## config.mk

```make
export PLATFORM = sky130hd
export DESIGN_NAME = snes_pad_responder
export DESIGN_NICKNAME = d
export VERILOG_FILES = /design/src/rtl/snes_pad_responder_pkg.sv /design/src/rtl/snes_pad_responder_sync_edge.sv /design/src/rtl/snes_pad_responder.sv
export SDC_FILE = /design/constraint.sdc
export NUM_CORES = 1
export LEC_CHECK = 0
export CORE_MARGIN = 2
export CORE_UTILIZATION = 53
export DETAILED_ROUTE_END_ITERATION = 12
export GPL_TIMING_DRIVEN = 0
export MAX_ROUTING_LAYER = met4
export PLACE_DENSITY = 0.77
export SYNTH_ARGS = -nofsm -noshare
export SYNTH_HDL_FRONTEND = slang
export SYNTH_SLANG_ARGS = --single-unit
```

## constraint.sdc

```tcl
create_clock -name clk -period 2.9 [get_ports clk]
set_input_delay 0.29 -clock clk [delete_from_list [all_inputs] [get_ports clk]]
set_output_delay 0.29 -clock clk [all_outputs]
set_load 0.01 [all_outputs]
```

## src/rtl/snes_pad_responder_pkg.sv

```systemverilog
// -----------------------------------------------------------------------------
// snes_pad_responder_pkg
//   Shared definitions for the SNES controller responder:
//     - button index constants (position of each button in button_data and
//       in the serial frame)
//     - default frame length and synchronizer depth
//     - FSM state encoding
//   No ports (package).
// -----------------------------------------------------------------------------
package snes_pad_responder_pkg;

  // Number of physical buttons carried in button_data.
  localparam int NUM_BUTTONS = 12;

  // Button positions; bit k of button_data is shifted out as frame bit k.
  localparam int BTN_B      = 0;
  localparam int BTN_Y      = 1;
  localparam int BTN_SELECT = 2;
  localparam int BTN_START  = 3;
  localparam int BTN_UP     = 4;
  localparam int BTN_DOWN   = 5;
  localparam int BTN_LEFT   = 6;
  localparam int BTN_RIGHT  = 7;
  localparam int BTN_A      = 8;
  localparam int BTN_X      = 9;
  localparam int BTN_L      = 10;
  localparam int BTN_R      = 11;

  // A standard SNES pad reply is 16 bits: 12 buttons plus 4 trailing 1s.
  localparam int NUM_BITS_DEFAULT    = 16;
  localparam int SYNC_STAGES_DEFAULT = 2;

  // FSM state encoding.
  typedef logic [1:0] state_t;
  localparam logic [1:0] ST_IDLE  = 2'd0;
  localparam logic [1:0] ST_LOAD  = 2'd1;
  localparam logic [1:0] ST_SHIFT = 2'd2;
  localparam logic [1:0] ST_DONE  = 2'd3;

endpackage

```

## src/rtl/snes_pad_responder_sync_edge.sv

```systemverilog
// -----------------------------------------------------------------------------
// snes_sync_edge
//   Multi-flop synchronizer for one asynchronous input followed by an edge
//   detector that works only on the synchronized level.
//
//   Parameters
//     DEPTH      : number of synchronizer flops (>= 1)
//     IDLE_LEVEL : value loaded into every flop (and the edge history) on
//                  reset, so leaving reset never produces a false edge
//   Ports
//     clk   : system clock
//     reset : synchronous active-high reset
//     din   : asynchronous input
//     level : synchronized level
//     rise  : one-cycle pulse on a synchronized 0->1 transition
//     fall  : one-cycle pulse on a synchronized 1->0 transition
// -----------------------------------------------------------------------------
module snes_sync_edge #(
  parameter int   DEPTH      = 2,
  parameter logic IDLE_LEVEL = 1'b0
) (
  input  logic clk,
  input  logic reset,
  input  logic din,
  output logic level,
  output logic rise,
  output logic fall
);

  logic [DEPTH-1:0] sync_reg;
  logic             prev_reg;

  // Each stage is its own flop so any DEPTH (including 1) elaborates cleanly.
  genvar gi;
  generate
    for (gi = 0; gi < DEPTH; gi++) begin : g_stage
      if (gi == 0) begin : g_first
        always_ff @(posedge clk) begin
          if (reset) begin
            sync_reg[gi] <= IDLE_LEVEL;
          end else begin
            sync_reg[gi] <= din;
          end
        end
      end else begin : g_chain
        always_ff @(posedge clk) begin
          if (reset) begin
            sync_reg[gi] <= IDLE_LEVEL;
          end else begin
            sync_reg[gi] <= sync_reg[gi-1];
          end
        end
      end
    end
  endgenerate

  // Edge history starts at the idle level as well.
  always_ff @(posedge clk) begin
    if (reset) begin
      prev_reg <= IDLE_LEVEL;
    end else begin
      prev_reg <= sync_reg[DEPTH-1];
    end
  end

  assign level = sync_reg[DEPTH-1];
  assign rise  = sync_reg[DEPTH-1] & ~prev_reg;
  assign fall  = ~sync_reg[DEPTH-1] & prev_reg;

endmodule

```

## src/rtl/snes_pad_responder.sv

```systemverilog
// -----------------------------------------------------------------------------
// snes_pad_responder
//   Emulates an SNES game pad on the controller side of the link. The host
//   pulses data_latch to capture the buttons, then clocks the frame out with
//   snes_clk; one frame bit is presented per host clock, active low.
//
//   Parameters
//     NUM_BITS    : serial frame length in bits (default 16)
//     SYNC_STAGES : synchronizer depth for snes_clk and data_latch
//   Ports
//     clk         : system clock (only clock of the block)
//     reset       : synchronous active-high reset
//     snes_clk    : host shift clock, asynchronous, idles high
//     data_latch  : host latch pulse, asynchronous, active high
//     button_data : live button state, 1 = pressed, indexed per package
//     serial_data : serial reply, 0 = pressed; registered output
// -----------------------------------------------------------------------------
module snes_pad_responder
  import snes_pad_responder_pkg::*;
#(
  parameter int NUM_BITS    = NUM_BITS_DEFAULT,
  parameter int SYNC_STAGES = SYNC_STAGES_DEFAULT
) (
  input  logic                   clk,
  input  logic                   reset,
  input  logic                   snes_clk,
  input  logic                   data_latch,
  input  logic [NUM_BUTTONS-1:0] button_data,
  output logic                   serial_data
);

  // Counter must be able to hold NUM_BITS itself (the DONE value).
  localparam int               CNT_W    = $clog2(NUM_BITS + 1);
  localparam logic [CNT_W-1:0] LAST_IDX = CNT_W'(NUM_BITS - 1);
  localparam logic [CNT_W-1:0] CNT_ONE  = CNT_W'(1);

  // ---------------------------------------------------------------------------
  // Host input synchronization and edge detection
  // ---------------------------------------------------------------------------
  logic clk_level, clk_rise, clk_fall;
  logic latch_level, latch_rise, latch_fall;

  snes_sync_edge #(
    .DEPTH      (SYNC_STAGES),
    .IDLE_LEVEL (1'b1)
  ) u_clk_sync (
    .clk   (clk),
    .reset (reset),
    .din   (snes_clk),
    .level (clk_level),
    .rise  (clk_rise),
    .fall  (clk_fall)
  );

  snes_sync_edge #(
    .DEPTH      (SYNC_STAGES),
    .IDLE_LEVEL (1'b0)
  ) u_latch_sync (
    .clk   (clk),
    .reset (reset),
    .din   (data_latch),
    .level (latch_level),
    .rise  (latch_rise),
    .fall  (latch_fall)
  );

  // The shift clock's level and falling edge carry no meaning for this
  // protocol; only its rising edge advances the frame.
  logic unused_snes_clk;
  assign unused_snes_clk = &{1'b0, clk_level, clk_fall};

  // ---------------------------------------------------------------------------
  // State
  // ---------------------------------------------------------------------------
  state_t              state_reg,  state_next;
  logic [CNT_W-1:0]    count_reg,  count_next;
  logic [NUM_BITS-1:0] frame_reg,  frame_next;
  logic                serial_reg, serial_next;

  // Frame image of the live buttons: inverted buttons, then padding 1s.
  logic [NUM_BITS-1:0] frame_live;

  genvar gi;
  generate
    for (gi = 0; gi < NUM_BITS; gi++) begin : g_frame
      if (gi < NUM_BUTTONS) begin : g_btn
        assign frame_live[gi] = ~button_data[gi];
      end else begin : g_pad
        assign frame_live[gi] = 1'b1;
      end
    end
  endgenerate

  // One-hot compare of the next counter value against every bit position.
  // This avoids indexing the frame with a counter that is one bit wider than
  // the frame index and can legally hold the out-of-range value NUM_BITS.
  logic [NUM_BITS-1:0] bit_hit;
  logic                sel_bit;

  generate
    for (gi = 0; gi < NUM_BITS; gi++) begin : g_sel
      assign bit_hit[gi] = frame_reg[gi] & (count_next == CNT_W'(gi));
    end
  endgenerate

  assign sel_bit = |bit_hit;

  // ---------------------------------------------------------------------------
  // Next-state logic
  // ---------------------------------------------------------------------------
  always_comb begin
    state_next = state_reg;
    count_next = count_reg;
    frame_next = frame_reg;

    if (latch_rise) begin
      // A new latch always wins, even over a same-cycle clock edge or an
      // in-flight frame.
      state_next = ST_LOAD;
      count_next = '0;
      frame_next = frame_live;
    end else begin
      case (state_reg)
        ST_LOAD: begin
          if (latch_fall) begin
            // Frame keeps the copy from the last latch-high cycle.
            state_next = ST_SHIFT;
            count_next = '0;
          end else if (latch_level) begin
            frame_next = frame_live;
          end
        end

        ST_SHIFT: begin
          if (clk_rise) begin
            count_next = count_reg + CNT_ONE;
            if (count_reg == LAST_IDX) begin
              state_next = ST_DONE;
            end
          end
        end

        // IDLE and DONE only leave on a latch rising edge.
        default: begin
        end
      endcase
    end
  end

  // Output is computed from the next state so serial_data updates on the same
  // clk edge as the counter.
  always_comb begin
    serial_next = 1'b1;
    case (state_next)
      ST_IDLE:  serial_next = 1'b1;
      ST_LOAD:  serial_next = ~button_data[0];
      ST_SHIFT: serial_next = sel_bit;
      ST_DONE:  serial_next = 1'b0;
      default:  serial_next = 1'b1;
    endcase
  end

  always_ff @(posedge clk) begin
    if (reset) begin
      state_reg  <= ST_IDLE;
      count_reg  <= '0;
      frame_reg  <= '1;
      serial_reg <= 1'b1;
    end else begin
      state_reg  <= state_next;
      count_reg  <= count_next;
      frame_reg  <= frame_next;
      serial_reg <= serial_next;
    end
  end

  assign serial_data = serial_reg;

endmodule

```

==> key figures <==
Place
  • Dpl ws: 0.724 ns
  • Post-DP Area: 0.00150 mm2
  • DP Wirelength: 2.04 mm
  • Port Buf Inserts: 16
  • Routability Congestion: 0.868
  • Dpl cells: 188

CTS
  • Worst-case clock buffer depth: 2
  • Worst skew pair latency: 0.32 ns
  • Post-CTS Setup Inserts: 0
  • Worst-path clk slew: 0.14 ns
  • CTS Sinks: 26
  • Post_cts resized: 0
  • Clock Root Buffer: clkbuf_4
  • Hold buffers post-CTS: 0
  • H-tree Lvls: 1
  • CTS tree: done
  • Inserted Clock Buffers: 3

Floorplan
  • FP Rows: 17
  • Initial Utilization: 0.573
  • Die area: 0.00287 mm2
  • Die H: 53.6 um
  • Core area: 0.00228 mm2
  • Die width: 53.6 um
  • I/O pin total: 17

Synthesis
  • #FFs+latches synth: 26
  • Async SR Flop Fraction: 0
  • Synth Flop Type: dfxtp_1
  • Post-synth EDFFs: 0
  • Post-synth design cell area: 0.00130 mm2
  • Post-synth cell types: 43
  • Top cell type's share of synthesized area: 0.399
  • Syn Area/Cell: 9.05 um2
  • Synth top area cells: dfxtp_1 (40%), a211o_1 (8.1%), nor2_1 (5.5%)
  • Mapped Nets: 164
  • Register area share after synthesis: 0.399
  • Synth warnings: 0
  • Cell taking the most area after synthesis: dfxtp_1
  • Post-Syn Instances: 144

Layout
  • Diode count: 0
  • Register area: 520 um2
  • Area added between synthesis and finish: 19.0%
  • Final instance area: 0.00155 mm2
  • Fraction of layout cells with a size suffix above 1: 0.122
  • Area of the multi-input gates: 726 um2
  • Fillers: 185
  • Non-Filler Instances: 192
  • Layout Nets: 185
  • Max FFs per register: 12

Timing
  • Slew at the pin closest to its max-slew limit: 0.455 ns
  • Post-Route Skew: 0.00174 ns
  • Slew Viols, Final: 0
  • Final Setup Violations: 0
  • Final Hold Viols: 0
  • Max-Slew Margin vs Limit: 0.697
  • Setup tns final: 0 ns
  • Final min period: 2.21 ns
  • Final Cycle Share: 0.763
  • RSZ-0062 raised after global routing: no
  • Fin worst setup slack: 0.688 ns
  • Maximum clock rate: 452 MHz

Min path
  • Worst min-delay path class: flop to flop

Routing
  • Post-route DRC: 0
  • Routed wire per std cell: 14.5 um
  • DRT antenna net count: 0
  • Vias: 1138
  • Final wirelength: 2.78 mm
  • Vias per inst: 5.93
  • Drt pass-1 iters: 4
  • Iter 0 DRT Violations: 40

Pwr
  • Peak VDD IR: 0.422 mV
  • Power density over cell area: 452 mW/mm2
  • Tot Pwr: 0.701 mW
  • Static Leakage: 0.590 nW

Global route
  • Overflow after GRT: 0
  • Vias in the first global route: 1024
  • First-pass GRT wire length: 4.40 mm
  • Antenna violations before repair: 0
  • Gr usage total: 0.217
  • Largest net degree at the start of global routing: 16

Worst setup path
  • CP delay by family, top: compound AO/OA/AOI/OAI gates
  • Crit Path Max Fanout: 10
  • Worst path required time: 3.17 ns
  • Critical Path Source Type: flop
  • Worst path cell trace: inv_1 > ha_1 > buf_2 > nand4bb_1 > o21ai_1 > a32o_1 > nor2b_1 > a22oi_1 > a32o_1 > a22oi_2
  • Crit path largest cell delay: 0.39 ns
  • Slowest-stage cell, CP: dfxtp_1
  • Top cell by count, worst path: a32o_1
  • CP Capture Type: flop
  • CP arrival: 2.48 ns
  • Kind of critical path: flop to flop
  • Critical path buffers and inverters: 2

Outcome
  • Status: complete, no violations

Flow run
  • Max Cap Viol: 0
[worst register-to-register path, cell delays in order (launching register included)]
cell and delay (ns):
dfxtp_1 0.39, inv_1 0.06, ha_1 0.28, buf_2 0.19
nand4bb_1 0.19, o21ai_1 0.14, a32o_1 0.18, nor2b_1 0.22
a22oi_1 0.12, a32o_1 0.29, a22oi_2 0.11
[layout make-up]
class,instances,area share
Multi-Input combinational cell,105,0.468
Sequential cell,26,0.335
Timing Repair Buffer,16,0.103
Tap cell,28,0.0226
Buffer,6,0.0202
Clock inverter,1,0.0194
Inverter,7,0.0169
Clock buffer,3,0.0145
[placed cells by master (no fill, tap or decap), types with 4 or more instances in the layout]
cell              n
nand3_1           7
a21oi_1           6
a211o_1          12
inv_1             7
nor2b_1           7
clkbuf_1          4
clkdlybuf4s50_1  16
ha_1              4
nor2_1           19
dfxtp_1          26
[metrics by stage]
stage	utilization	hold WS, ns
finish	0.682	0.432
global route	0.682	0.457
CTS	0.682	0.429
detailed placement	0.659	0.396
global placement	0.659	0.394
floorplan	-	0.362
[kinds of logic after synthesis]
family,after synthesis,share of synthesized area
multiplexers,1,0.00768
buffers and inverters,13,0.0441
AND/OR/NAND/NOR,56,0.250
adder cells (fa/ha/maj),4,0.0384
AO/OA/AOI/OAI,44,0.261
flip-flops,26,0.399
[metal layers]
layer  GRT usage  part of all wire  vias to the layer above  wire length, um
li1            -                 -                      560                -
met1       0.262              0.44                      533             1230
met2       0.360              0.48                       37             1340
met3      0.0278             0.052                        8              145
met4       0.103             0.023                        0               64
met5           -                 0                        -                0
[power breakdown]
part / switching, mW / internal [mW] / total (mW)
clock network: 0.109 / 0.140 / 0.249
registers: 0.00877 / 0.370 / 0.379
logic: 0.0320 / 0.0407 / 0.0727
[cell usage after synthesis, types with 2 or more instances]
cell and instances:
a211o_1 12, nor3_1 2, o21ai_0 3, o211ai_1 2, inv_1 7, nor2_1 19, and2_1 3, dfxtp_1 26
a22o_1 2, a21oi_1 6, nand3_1 7, nor2b_1 7, a22oi_1 3, or2_2 3, nand2_1 2, o21ai_1 3
a32o_1 2, a31oi_1 3, clkbuf_1 4, ha_1 4, and3_1 2
[worst paths after layout]
kind	startpoint	to	slack, ns	cells after the start
worst max-delay path	state_reg[0]	serial_data	0.69	10
worst min register to register	u_clk_sync.sync_reg[0]	u_clk_sync.level	0.43	1
worst min-delay path	u_clk_sync.sync_reg[0]	u_clk_sync.level	0.43	1
worst max register to register	state_reg[0]	serial_data	0.69	10
(Power assumes the default switching activity.)
